==> src/rtl/radix2_butterfly_pipe.sv <==
// Radix-2 DIT butterfly, 4-stage valid/ready pipeline, rounding + saturation.
// Ports: clk, rst_n, ar/ai/br/bi, wr/wi, inv, scale, in_valid/in_ready,
//        xr/xi/yr/yi, sat, out_valid/out_ready; sat_cnt when
//        RADIX2_BUTTERFLY_SAT_CNT_EN is defined.
module radix2_butterfly_pipe #(
    parameter int DW = 16,
    parameter int TW = 16
) (
    input  logic          clk,
    input  logic          rst_n,
    input  logic [DW-1:0] ar,
    input  logic [DW-1:0] ai,
    input  logic [DW-1:0] br,
    input  logic [DW-1:0] bi,
    input  logic [TW-1:0] wr,
    input  logic [TW-1:0] wi,
    input  logic          inv,
    input  logic [1:0]    scale,
    input  logic          in_valid,
    output logic          in_ready,
    output logic [DW-1:0] xr,
    output logic [DW-1:0] xi,
    output logic [DW-1:0] yr,
    output logic [DW-1:0] yi,
    output logic          out_valid,
    input  logic          out_ready,
    output logic          sat
`ifdef RADIX2_BUTTERFLY_SAT_CNT_EN
   ,output logic [15:0]   sat_cnt
`endif
);

    localparam int PW = DW + TW;
    localparam int ZW = DW + TW + 1;
    localparam int XW = DW + TW + 2;

    localparam logic signed [XW-1:0] MAXV =
        {{(XW-DW+1){1'b0}}, {(DW-1){1'b1}}};
    localparam logic signed [XW-1:0] MINV =
        {{(XW-DW+1){1'b1}}, {(DW-1){1'b0}}};

    logic adv;
    assign adv      = !out_valid | out_ready;
    assign in_ready = adv;

    // stage 1: operand capture
    logic          s1_v;
    logic [DW-1:0] s1_ar, s1_ai, s1_br, s1_bi;
    logic [TW-1:0] s1_wr, s1_wi;
    logic          s1_inv;
    logic [1:0]    s1_sc;

    always_ff @(posedge clk or negedge rst_n) begin
        if (!rst_n) begin
            s1_v   <= 1'b0;
            s1_ar  <= '0;
            s1_ai  <= '0;
            s1_br  <= '0;
            s1_bi  <= '0;
            s1_wr  <= '0;
            s1_wi  <= '0;
            s1_inv <= 1'b0;
            s1_sc  <= '0;
        end else if (adv) begin
            s1_v   <= in_valid;
            s1_ar  <= ar;
            s1_ai  <= ai;
            s1_br  <= br;
            s1_bi  <= bi;
            s1_wr  <= wr;
            s1_wi  <= wi;
            s1_inv <= inv;
            // shift of 3 is folded to 2 here so later stages see 0..2 only
            s1_sc  <= scale[1] ? 2'd2 : scale;
        end
    end

    // stage 2: four full-width partial products
    logic signed [PW-1:0] pa_c, pb_c, pc_c, pd_c;
    assign pa_c = PW'($signed(s1_br)) * PW'($signed(s1_wr));
    assign pb_c = PW'($signed(s1_bi)) * PW'($signed(s1_wi));
    assign pc_c = PW'($signed(s1_br)) * PW'($signed(s1_wi));
    assign pd_c = PW'($signed(s1_bi)) * PW'($signed(s1_wr));

    logic                 s2_v;
    logic signed [PW-1:0] s2_pa, s2_pb, s2_pc, s2_pd;
    logic [DW-1:0]        s2_ar, s2_ai;
    logic                 s2_inv;
    logic [1:0]           s2_sc;

    always_ff @(posedge clk or negedge rst_n) begin
        if (!rst_n) begin
            s2_v   <= 1'b0;
            s2_pa  <= '0;
            s2_pb  <= '0;
            s2_pc  <= '0;
            s2_pd  <= '0;
            s2_ar  <= '0;
            s2_ai  <= '0;
            s2_inv <= 1'b0;
            s2_sc  <= '0;
        end else if (adv) begin
            s2_v   <= s1_v;
            s2_pa  <= pa_c;
            s2_pb  <= pb_c;
            s2_pc  <= pc_c;
            s2_pd  <= pd_c;
            s2_ar  <= s1_ar;
            s2_ai  <= s1_ai;
            s2_inv <= s1_inv;
            s2_sc  <= s1_sc;
        end
    end

    // stage 3: Z = B*W (or B*conj(W)), add/sub, round half-up, shift
    logic signed [ZW-1:0] zr, zi;
    logic signed [XW-1:0] axr, axi, rnd;
    logic signed [XW-1:0] xr_f, xi_f, yr_f, yi_f;
    logic signed [XW-1:0] xr_s, xi_s, yr_s, yi_s;
    int                   sh;

    always_comb begin
        zr = '0;
        zi = '0;
        if (s2_inv) begin
            zr = ZW'(s2_pa) + ZW'(s2_pb);
            zi = ZW'(s2_pd) - ZW'(s2_pc);
        end else begin
            zr = ZW'(s2_pa) - ZW'(s2_pb);
            zi = ZW'(s2_pc) + ZW'(s2_pd);
        end
        axr  = XW'($signed(s2_ar)) <<< (TW - 2);
        axi  = XW'($signed(s2_ai)) <<< (TW - 2);
        xr_f = axr + XW'(zr);
        xi_f = axi + XW'(zi);
        yr_f = axr - XW'(zr);
        yi_f = axi - XW'(zi);
        sh   = TW - 2 + int'(s2_sc);
        rnd  = XW'(1) <<< (sh - 1);
        xr_s = (xr_f + rnd) >>> sh;
        xi_s = (xi_f + rnd) >>> sh;
        yr_s = (yr_f + rnd) >>> sh;
        yi_s = (yi_f + rnd) >>> sh;
    end

    logic                 s3_v;
    logic signed [XW-1:0] s3_xr, s3_xi, s3_yr, s3_yi;

    always_ff @(posedge clk or negedge rst_n) begin
        if (!rst_n) begin
            s3_v  <= 1'b0;
            s3_xr <= '0;
            s3_xi <= '0;
            s3_yr <= '0;
            s3_yi <= '0;
        end else if (adv) begin
            s3_v  <= s2_v;
            s3_xr <= xr_s;
            s3_xi <= xi_s;
            s3_yr <= yr_s;
            s3_yi <= yi_s;
        end
    end

    // stage 4: clamp to DW bits and register outputs
    function automatic logic ovf(input logic signed [XW-1:0] v);
        return (v > MAXV) || (v < MINV);
    endfunction

    function automatic logic [DW-1:0] clip(input logic signed [XW-1:0] v);
        logic [DW-1:0] r;
        if (v > MAXV)      r = MAXV[DW-1:0];
        else if (v < MINV) r = MINV[DW-1:0];
        else               r = v[DW-1:0];
        return r;
    endfunction

    logic any_ovf;
    assign any_ovf = ovf(s3_xr) | ovf(s3_xi) | ovf(s3_yr) | ovf(s3_yi);

    always_ff @(posedge clk or negedge rst_n) begin
        if (!rst_n) begin
            out_valid <= 1'b0;
            sat       <= 1'b0;
            xr        <= '0;
            xi        <= '0;
            yr        <= '0;
            yi        <= '0;
        end else if (adv) begin
            out_valid <= s3_v;
            // a bubble never reports saturation
            sat       <= s3_v & any_ovf;
            xr        <= clip(s3_xr);
            xi        <= clip(s3_xi);
            yr        <= clip(s3_yr);
            yi        <= clip(s3_yi);
        end
    end

`ifdef RADIX2_BUTTERFLY_SAT_CNT_EN
    always_ff @(posedge clk or negedge rst_n) begin
        if (!rst_n) begin
            sat_cnt <= '0;
        end else if (out_valid && out_ready && sat && sat_cnt != 16'hFFFF) begin
            sat_cnt <= sat_cnt + 16'd1;
        end
    end
`endif

endmodule

==> config.mk <==
export PLATFORM = sky130hd
export DESIGN_NAME = radix2_butterfly_pipe
export DESIGN_NICKNAME = d
export VERILOG_FILES = /design/src/rtl/radix2_butterfly_pipe.sv
export SDC_FILE = /design/constraint.sdc
export NUM_CORES = 2
export LEC_CHECK = 0
export BUFFER_PORTS_ARGS = -buffer_cell sky130_fd_sc_hd__buf_2
export CORE_ASPECT_RATIO = 0.9
export CORE_MARGIN = 1.5
export CORE_UTILIZATION = 45
export CTS_CLUSTER_SIZE = 14
export DETAILED_ROUTE_END_ITERATION = 8
export GPL_ROUTABILITY_DRIVEN = 0
export PLACE_DENSITY = 0.59
export SLEW_MARGIN = 40
export SYNTH_ARGS = -nofsm -noshare
export SYNTH_HDL_FRONTEND = slang
export SYNTH_SLANG_ARGS = --single-unit
==> constraint.sdc <==
create_clock -name clk -period 7.4 [get_ports clk]
set_input_delay 0.74 -clock clk [delete_from_list [all_inputs] [get_ports clk]]
set_output_delay 0.74 -clock clk [all_outputs]
set_load 0.03 [all_outputs]
==> summary by stage <==
Timing
The post-route clock period utilization is 0.957. The number of endpoints with negative hold slack in the final report is 0. Based on the critical path, the design can be clocked at up to 141 MHz. Headroom to the max-slew limit came out at 0.473.

Counting I/O delays and the setup requirement, the final critical path takes slightly above 7 ns. The final count of negative-setup-slack endpoints is 0. The actual slew at the worst max-slew pin is ~0.8 ns. The worst-case clock skew is roughly 0.063 ns. Setup slack closes at 0.317 ns. The final-report max-slew violation count was 0.

Synth
The share of synthesized flip-flops with an asynchronous set or reset is 1.00. The area fraction in compound gates after synthesis is 0.111. Of the synthesized area, sequential elements account for 0.162. The netlist uses 98 different library cells.

Of the total synthesized cell area, the portion taken by AND, OR, NAND and NOR gates is 0.156. The gate count after technology mapping is slightly below 8000. After synthesis, the largest family of logic cells by area is adder cells. The number of synthesized register bits is ~460. The mux share of post-synthesis cell area is 0.0120. The synthesis warning total is 0. The post-synthesis adder-cell area fraction is 0.423. The number of flops mapped to enable cells by yosys is 0. The dominant register cell in the synthesized netlist is sky130_fd_sc_hd__dfrtp_1. Of the total synthesized cell area, the portion taken by XOR and XNOR cells is 0.0428. After synthesis, the mean cell area works out to between 8 and 9 um^2. The cell area that synthesis handed to floorplanning was 70200 um^2.

Floorplanning
The total die area is about 160000 um^2. The core outline area is around 150000 um^2. The die is between 400 and 500 um wide. The I/O pin count is 170. For this configuration, the core starts out at a cell density of 0.453. The overall die height is approximately 380 um. The initialized floorplan defines between 100 and 150 standard-cell rows.

Global route
The via count of the first global-routing pass is 54372. The wire length of the first global-routing pass is 305000 um. Entering global routing, the biggest net connects 151 pins.

The initial antenna violation count came to 5. Across every metal layer, demand over resource in global routing totals 0.245. The total overflow left after global routing is 0.

Clocking
The CTS sink count is 455. The tree is rooted in a sky130_fd_sc_hd__clkbuf_16. After clock tree synthesis, the clock-pin slew on the worst setup and hold paths is around 0.060 ns. The clock network latency to the later pin of the worst-skew pair is a little over 0.7 ns.

TritonCTS built the clock tree. The CTS buffer count is 58. In this run the deepest clock path goes through 3 buffers. The maximum level of the CTS H-tree is 2.

Routing
The number of search-and-repair iterations in the first detailed-routing pass is 6. After detailed routing, the average wire length per cell comes to 18.6 um. For this block, the via count after detailed routing is between 50000 and 60000. For this block, the initial DRC count from the detailed router was approximately 3500. Using the TritonRoute via totals, the vias-per-cell ratio works out to between 5 and 6. The post-detailed-routing wire length is between 150000 and 200000 um.

The count of nets left with antenna violations once routing finished came out at 0. The DRC violation count after routing is 0.

Layout
The area growth from synthesis to layout is 9.97%. The fraction of the core area covered by cells at the end of the flow is 0.498. The filler cells instantiated in the layout total roughly 15000. The final instance area is approximately 77000 um^2. In the layout the commonest cells are sky130_fd_sc_hd__inv_1, sky130_fd_sc_hd__nand2_1, sky130_fd_sc_hd__fa_1.

The repair_antennas step left the layout with diodes totalling 0. The final net count is around 10000. The most common cell after layout, fill and taps aside is sky130_fd_sc_hd__inv_1. The share of cells above drive strength 1 is 0.0764.

Placed design
After detailed placement, the total cell area comes to roughly 75000 um^2. The HPWL reported at the end of detailed placement is around 160000 um. Buffers placed on the I/O ports in this run total about 170. Before CTS, the worst setup slack after placement is between 0.07 and 0.08 ns.

Setup path
The nature of the critical path endpoint is a flop. The type of the setup path with the least slack is flop to flop. The maximum fanout count along the critical path is 15. The critical path launch point type is a flop. At the worst endpoint, the required time is a little under 8 ns. The data arrival time of the critical path is around 7.6 ns.

Run status
The flow ran to the end, and the final reports show no timing, DRC or antenna violations.

Run
The tool flagged a number of max-cap violations equal to 0.

Hold path
The worst hold path belongs to the class input port to asynchronous set/reset pin.
path summary, 6_finish.rpt:
path                        endpoint  startpoint  cells after the start  slack [ns]
max                        s2_pa[31]   s1_br[15]                     22        0.32
min                            xi[7]       rst_n                      1        0.02
max reg2reg                s2_pa[31]   s1_br[15]                     22        0.32
min reg2reg                s2_ai[15]   s1_ai[15]                      2        0.47
max in group asynchronous   s1_br[7]       rst_n                      4        5.69
min in group clk            s1_ai[4]       ai[4]                      3        0.22
state kept, by name (all words and copies together) (netlist names), 2 cells and up:
name   flops
s3_yr     31
s3_xr     31
s2_pc     32
s2_ai     16
xr        16
s2_pb     32
s2_sc      2
s1_bi     16
s1_ar     16
s1_wi     16
s1_wr     16
s1_br     16
s3_xi     31
xi        16
s3_yi     31
yi        16
s2_pa     32
yr        16
s1_sc      2
s2_pd     32
s2_ar     16
s1_ai     16
repair_timing:
item | in CTS | in global routing
hold buffers | 0 | 0
endpoints found under the setup margin | 0 | 83
resized for setup | 0 | 43
setup buffers | 0 | 2
per-layer routing:
metal,GRT usage,vias up,part of all wire
li1,-,25211,-
met1,0.352,27527,0.46
met2,0.391,1271,0.47
met3,0.0280,192,0.051
met4,0.0650,8,0.028
met5,0,-,0.00026
worst max-delay path: stages, from the launching register on:
cell and delay [ns]:
sky130_fd_sc_hd__dfrtp_1 0.51, sky130_fd_sc_hd__buf_4 0.28, sky130_fd_sc_hd__nand2_1 0.15, sky130_fd_sc_hd__inv_1 0.11, sky130_fd_sc_hd__fa_1 0.72, sky130_fd_sc_hd__inv_1 0.16, sky130_fd_sc_hd__fa_1 0.54, sky130_fd_sc_hd__fa_1 0.45
sky130_fd_sc_hd__fa_1 0.51, sky130_fd_sc_hd__fa_1 0.50, sky130_fd_sc_hd__inv_1 0.06, sky130_fd_sc_hd__fa_1 0.44, sky130_fd_sc_hd__ha_1 0.36, sky130_fd_sc_hd__a21o_1 0.18, sky130_fd_sc_hd__a21o_1 0.16, sky130_fd_sc_hd__a21oi_1 0.35
sky130_fd_sc_hd__o21ai_0 0.20, sky130_fd_sc_hd__a2111oi_0 0.50, sky130_fd_sc_hd__buf_4 0.20, sky130_fd_sc_hd__o21ai_0 0.10, sky130_fd_sc_hd__a31oi_1 0.21, sky130_fd_sc_hd__xnor2_1 0.17, sky130_fd_sc_hd__a21oi_1 0.09
cell type report:
type | instances | area (um^2) | area share
multi-input combinational | 5841 | 52900 | 0.685
sequential | 455 | 11400 | 0.148
inverter | 1398 | 5260 | 0.0680
timing repair buffer | 410 | 3000 | 0.0388
tap | 2085 | 2610 | 0.0338
clock buffer | 79 | 1640 | 0.0212
clock inverter | 25 | 423 | 0.00548
synthesized netlist by cell type (8+ instances only):
cell                       instances  area [um^2]
sky130_fd_sc_hd__xnor2_1         221         1940
sky130_fd_sc_hd__dfrtp_1         455        11400
sky130_fd_sc_hd__fa_1           1126        22500
sky130_fd_sc_hd__a31oi_1          42          263
sky130_fd_sc_hd__a41oi_1          13          114
sky130_fd_sc_hd__and2_1          398         2490
sky130_fd_sc_hd__nand4_1          32          200
sky130_fd_sc_hd__and3_1           32          200
sky130_fd_sc_hd__a211oi_1         44          330
sky130_fd_sc_hd__nor2_1          270         1010
sky130_fd_sc_hd__o21ai_0         360         1800
sky130_fd_sc_hd__xor2_1          122         1070
sky130_fd_sc_hd__a22o_1            8         70.1
sky130_fd_sc_hd__o22ai_1          18          113
sky130_fd_sc_hd__nand2b_1        106          663
sky130_fd_sc_hd__o31ai_1          24          180
sky130_fd_sc_hd__or3_1             9         56.3
sky130_fd_sc_hd__nand3_1          57          285
sky130_fd_sc_hd__a21boi_0         15          113
sky130_fd_sc_hd__inv_1          1397         5240
sky130_fd_sc_hd__nand2_1        1283         4820
sky130_fd_sc_hd__clkbuf_1        334         1250
sky130_fd_sc_hd__nor3_1           66          330
sky130_fd_sc_hd__nor4_1           25          156
sky130_fd_sc_hd__nor3b_1          10         75.1
sky130_fd_sc_hd__a211o_1          13          114
sky130_fd_sc_hd__mux2_2           31          349
sky130_fd_sc_hd__buf_1            12         45.0
sky130_fd_sc_hd__ha_1            574         7180
sky130_fd_sc_hd__a21oi_1         323         1620
sky130_fd_sc_hd__a21o_1          136         1020
sky130_fd_sc_hd__o21bai_1         42          315
sky130_fd_sc_hd__nor2b_1          34          213
sky130_fd_sc_hd__or2_2             9         56.3
sky130_fd_sc_hd__o211ai_1         21          158
sky130_fd_sc_hd__o41ai_1          12          105
sky130_fd_sc_hd__mux2i_1          40          400
sky130_fd_sc_hd__o21a_1           72          541
kinds of logic (layout without fill, tap and decap cells):
kind of cell               Yosys count  in the layout
AOI/OAI and AO/OA                 1240           1240
xor gates and xnor gates           343            343
muxes                               75             75
other                                2            110
and+or+nand+nor                   2373           2373
DFF                                455            455
buffers and inverters             1747           1912
adders and majority gates         1700           1700
stage by stage:
stage	instances	TNS (ns)	hold WS [ns]
after floorplan	8043	0	0.433
after global routing	10293	-0.00576	0.0421
after global placement	10184	0	0.452
after CTS	10289	0	0.0142
after detailed placement	10185	0	0.459
final	10293	0	0.0220
Power is not shown: default switching activity piles up to over one toggle a cycle in this logic, so the estimate is an artifact.
